### config.mk
export PLATFORM = sky130hd
export DESIGN_NAME = d16i_irq_ctrl
export DESIGN_NICKNAME = d
export VERILOG_FILES = /design/src/rtl/d16i_irq_ctrl.sv
export SDC_FILE = /design/constraint.sdc
export NUM_CORES = 1
export LEC_CHECK = 0
export BUFFER_PORTS_ARGS = -buffer_cell sky130_fd_sc_hd__buf_2
export CORE_UTILIZATION = 42
export CTS_CLUSTER_DIAMETER = 60
export DETAILED_ROUTE_END_ITERATION = 8
export MAX_ROUTING_LAYER = met4
export PLACE_DENSITY = 0.73
export SYNTH_ARGS = -nofsm -noshare
export SYNTH_HDL_FRONTEND = slang
export SYNTH_SLANG_ARGS = --single-unit
### constraint.sdc
create_clock -name clk -period 1.7 [get_ports clk]
set_clock_uncertainty 0.05 [all_clocks]
set_input_delay 0.425 -clock clk [delete_from_list [all_inputs] [get_ports clk]]
set_output_delay 0.425 -clock clk [all_outputs]
set_load 0.05 [all_outputs]
### src/rtl/d16i_irq_ctrl.sv
// Interrupt controller for the d16i core: latches up to 16 sources and services them lowest-index-first.
// Define D16I_IRQ_LEVEL_EN for level-sensitive sources; the default build is edge-triggered.
module d16i_irq_ctrl #(
    parameter int unsigned N_SRC     = 8,
    parameter logic [15:0] BASE_ADDR = 16'hFF00,
    parameter logic [7:0]  VEC_BASE  = 8'h00
) (
    input  logic             clk,
    input  logic             rst,
    input  logic [N_SRC-1:0] src,
    input  logic [15:0]      addr,
    input  logic [15:0]      wdata,
    input  logic             wr,
    output logic [15:0]      rdata,
    output logic             hit,
    output logic             irq,
    output logic [7:0]       irq_id
);

    typedef enum logic {S_IDLE, S_ACTIVE} state_t;

    localparam logic [15:0] VALID = 16'hFFFF >> (16 - N_SRC);

    state_t      state_q, state_d;
    logic [15:0] pending_q, pending_d;
    logic [15:0] mask_q, mask_d;
    logic [7:0]  irq_id_q, irq_id_d;
    logic [15:0] src16, set_vec, clr_vec, req, win_oh, offs;
    logic [3:0]  win_idx;
    logic        win_vld, take;
    logic        we_pend, we_mask, we_eoi;

    assign src16   = 16'(src);
    assign offs    = addr - BASE_ADDR;
    assign hit     = (addr >= BASE_ADDR) && (offs < 16'd4);
    assign we_pend = wr && hit && (offs[1:0] == 2'd0);
    assign we_mask = wr && hit && (offs[1:0] == 2'd1);
    assign we_eoi  = wr && hit && (offs[1:0] == 2'd2);

`ifdef D16I_IRQ_LEVEL_EN
    assign set_vec = src16;
`else
    logic [15:0] src_q;

    always_ff @(posedge clk or posedge rst) begin
        if (rst) src_q <= '0;
        else     src_q <= src16;
    end

    assign set_vec = src16 & ~src_q;
`endif

    assign req = pending_q & mask_q;

    always_comb begin
        win_idx = '0;
        win_vld = 1'b0;
        for (int i = 15; i >= 0; i--) begin
            if (req[i]) begin
                win_idx = 4'(i);
                win_vld = 1'b1;
            end
        end
    end

    assign win_oh = 16'd1 << win_idx;

    always_comb begin
        state_d  = state_q;
        irq_id_d = irq_id_q;
        take     = 1'b0;
        if (state_q == S_IDLE) begin
            if (win_vld) begin
                take     = 1'b1;
                state_d  = S_ACTIVE;
                irq_id_d = VEC_BASE + {4'd0, win_idx};
            end
        end else if (we_eoi) begin
            state_d = S_IDLE;
        end
    end

    // A new set in the same cycle as a W1C or a take wins over the clear.
    assign clr_vec   = we_pend ? wdata : 16'd0;
    assign pending_d = ((pending_q & ~clr_vec & ~(take ? win_oh : 16'd0)) | set_vec) & VALID;
    assign mask_d    = we_mask ? (wdata & VALID) : mask_q;

    always_ff @(posedge clk or posedge rst) begin
        if (rst) begin
            state_q   <= S_IDLE;
            pending_q <= '0;
            mask_q    <= '0;
            irq_id_q  <= '0;
        end else begin
            state_q   <= state_d;
            pending_q <= pending_d;
            mask_q    <= mask_d;
            irq_id_q  <= irq_id_d;
        end
    end

    assign irq    = (state_q == S_ACTIVE);
    assign irq_id = irq_id_q;

    always_comb begin
        rdata = '0;
        if (hit) begin
            case (offs[1:0])
                2'd0:    rdata = pending_q;
                2'd1:    rdata = mask_q;
                2'd2:    rdata = '0;
                default: rdata = {7'd0, irq, irq_id_q};
            endcase
        end
    end

endmodule

==> impl_metrics.env <==
export IMPL_cp_slowest_cell="and4bb_2"
export IMPL_place_area_mm2=0.002073
export IMPL_die_w_um=62.73
export IMPL_final_min_period_over_clock_period_pct=117.9
export IMPL_cts_max_path_buffers=2
export IMPL_vdd_ir_drop_worst_uv=352.9
export IMPL_start_util_pct=45.00
export IMPL_finalHoldViolations=0
export IMPL_reg2reg_to="pending_q[7]"
export IMPL_dp_worst_setup_slack_ns=-0.4480
export IMPL_relative_area_change_from_synthesis_to_final_layout_pct=52.91
export IMPL_syn_area_mm2=0.001549
export IMPL_drt_iter0_drc=52
export IMPL_rows=21
export IMPL_grt_util_all_layers_pct=23.11
export IMPL_floorplan_io_pins=69
export IMPL_synth_seq_cells=28
export IMPL_yosysSeqAreaShare_pct=45.23
export IMPL_ys_top_cells_by_count="dfrtp_1, buf_4, nand2_1"
export IMPL_synthDominantCellAreaShare_pct=45.23
export IMPL_postSynth_topFlopCell="dfrtp_1"
export IMPL_status="complete, but fails checks"
export IMPL_netlist_instances=150
export IMPL_r2r_start="mask_q[2]"
export IMPL_min_path_type="input pin to async pin"
export IMPL_finish_net_count=269
export IMPL_grt_total_ovfl=0
export IMPL_clock_insertion_delay_worst_skew_ns=0.27
export IMPL_grt_first_pass_wirelength_um=6913
export IMPL_detailed_placement_wirelength_estimate_um=2848
export IMPL_slew_violations=0
export IMPL_timing_critical_path_fanout_max=8
export IMPL_tritoncts="yes"
export IMPL_worst_r2r_path_depth=5
export IMPL_grt_pass1_vias=1482
export IMPL_worst_ep_required_time_ns=1.22
export IMPL_avgSynthCellArea_um2=10.33
export IMPL_largest_area_contributor_in_the_netlist="dfrtp_1"
export IMPL_crit_path_end_kind="output port"
export IMPL_area_of_the_core_mm2=0.003442
export IMPL_ys_warn_count=0
export IMPL_power_per_cell_area_mw_per_mm2=594.7
export IMPL_reg2reg_slack_ns=-0.13
export IMPL_clkTransAtPathRegs_ns=0.10
export IMPL_die_area_mm2=0.003935
export IMPL_timing_critical_path_slowest_cell_delay_ns=0.36
export IMPL_clock_sinks=28
export IMPL_clock_fmax_mhz=499.0
export IMPL_layout_setup_ws_ns=-0.3041
export IMPL_crit_path_cell_trace="buf_6 -> nor4_4 -> and4bb_2 -> and4_4 -> buf_8"
export IMPL_cp_start_kind="input pin"
export IMPL_die_span_in_y_um=62.73
export IMPL_power_leakage_nw=1.168
export IMPL_detail_route_vias_per_cell=5.295
export IMPL_total_via_count_after_detailed_routing=1435
export IMPL_critPathBufInv=2
export IMPL_drt_pass1_iterations=4
export IMPL_tritoncts_num_buffers=3
export IMPL_synth_edff_count=0
export IMPL_rsz0062_at_grt="yes"
export IMPL_critical_path_arrival_ns=1.53
export IMPL_grt_max_degree=29
export IMPL_n_antenna_cell=0
export IMPL_ys_top_cells_by_area="dfrtp_1, buf_4, mux2i_1"
export IMPL_detail_route_wl_per_cell_um=15.21
export IMPL_cts_max_level=1
export IMPL_antenna_found_initial=0
export IMPL_critical_path_top_delay_family="simple AND/OR/NAND/NOR gates"
export IMPL_cts_hold_buffers_added=0
export IMPL_crit_type="input pin to output port"
export IMPL_report_final_setup_viol=24
export IMPL_gpl_final_weighted_congestion=0.8175
export IMPL_netlist_cell_type_count=40
export IMPL_ant_nets=0
export IMPL_cts_root_buffer="clkbuf_8"
export IMPL_period_needed_ns=2.004
export IMPL_final_layout_size_suffix_gt1_share_pct=52.00
export IMPL_synth_async_sr_flop_share_pct=100.0
export IMPL_port_buffers=48
export IMPL_synth_most_common_cell="dfrtp_1"
export IMPL_drt_total_wl_um=4123
export IMPL_violations="negative setup slack"
export IMPL_number_of_remaining_drc_errors=0
export IMPL_final_area_mm2=0.002369
export IMPL_maxCapViolations=0
-- worst min-delay path, stage by stage --
cell,delay (ns)
buf_2,0.09
inv_1,0.04
buf_4,0.32
-- power breakdown --
part,internal (mW),total (mW),switching (mW),leakage [nW]
Combinational,0.0687,0.204,0.135,0.802
Sequential,0.678,0.684,0.00571,0.331
Clock,0.315,0.521,0.205,0.0357
-- layout by cell type, fill, tap and decap left out, drive strengths merged --
master and n:
and3 1, nand4 1, a32o 6, o221ai 1
nand2 14, and4b 1, buf 79, a21o 3
nor2 7, o21ai 6, a221oi 1, nand3 5
mux2i 8, a21oi 3, conb 12, nand4b 3
nor4 1, or4 1, and4 1, bufinv 1
a32oi 1, nor2b 1, inv 9, mux2 9
and4bb 2, dfrtp 28, and2 4, nor3b 1
a22o 2, o22a 2, o22ai 1, clkbuf 3
a22oi 2, nor3 1, nand2b 4
-- final cells by class --
| type | count | area [µm²] |
|---|---|---|
| Clock buffer | 3 | 41.29 |
| Fill cell | 263 | 1074 |
| Clock inverter | 1 | 30.03 |
| Multi-Input combinational cell | 105 | 868.3 |
| Tap cell | 46 | 57.56 |
| Sequential cell | 28 | 700.7 |
| Inverter | 9 | 33.78 |
| Timing Repair Buffer | 79 | 636.9 |
-- repair_timing --
item | in CTS | in global routing
resized for setup | 39 | 9
setup buffers | 6 | 1
pin swaps | 14 | 3
setup endpoints to repair | 25 | 27
-- cells by family after synthesis --
logic type	synth area share, %
AO/OA/AOI/OAI	15.11
other	0.2421
multiplexers	11.71
buffers and inverters	10.26
AND/OR/NAND/NOR	17.45
flip-flops	45.23
-- worst max-delay path by stage --
stage	startpoint	endpoint	slack [ns]	cells past startpoint
after global routing	addr[4]	rdata[8]	-0.37	5
after floorplan	addr[2]	rdata[3]	-0.34	3
after detailed placement	addr[2]	rdata[8]	-0.45	5
final	addr[4]	rdata[8]	-0.30	5
after CTS	addr[4]	rdata[8]	-0.29	5
after global placement	addr[2]	rdata[8]	-0.41	5
-- per-stage QoR --
stage	util (%)	hold WS [ns]	power [mW]	setup TNS, ns	std cells
after detailed placement	60.23	0.3522	0.8945	-8.913	260
after global placement	60.23	0.3486	0.8895	-8.093	260
final	68.81	0.1390	1.409	-2.938	271
after floorplan	-	0.3419	0.8358	-4.883	161
after global routing	68.81	0.1798	1.468	-4.406	271
after CTS	67.68	0.1488	1.415	-2.452	270
-- registers in the layout, indices dropped and copies added, names as in the netlist --
name / count
src_q: 8
pending_q: 8
irq_id: 3
mask_q: 8
irq: 1
-- routing by layer --
layer / GRT usage, % / routed length (µm) / vias to the layer above
li1: - / - / 663
met1: 28.15 / 1764 / 702
met2: 39.81 / 2156 / 65
met3: 2.920 / 158 / 5
met4: 6.977 / 44 / 0
met5: - / 0 / -
No activity file was read; power rests on OpenSTA's default activity.
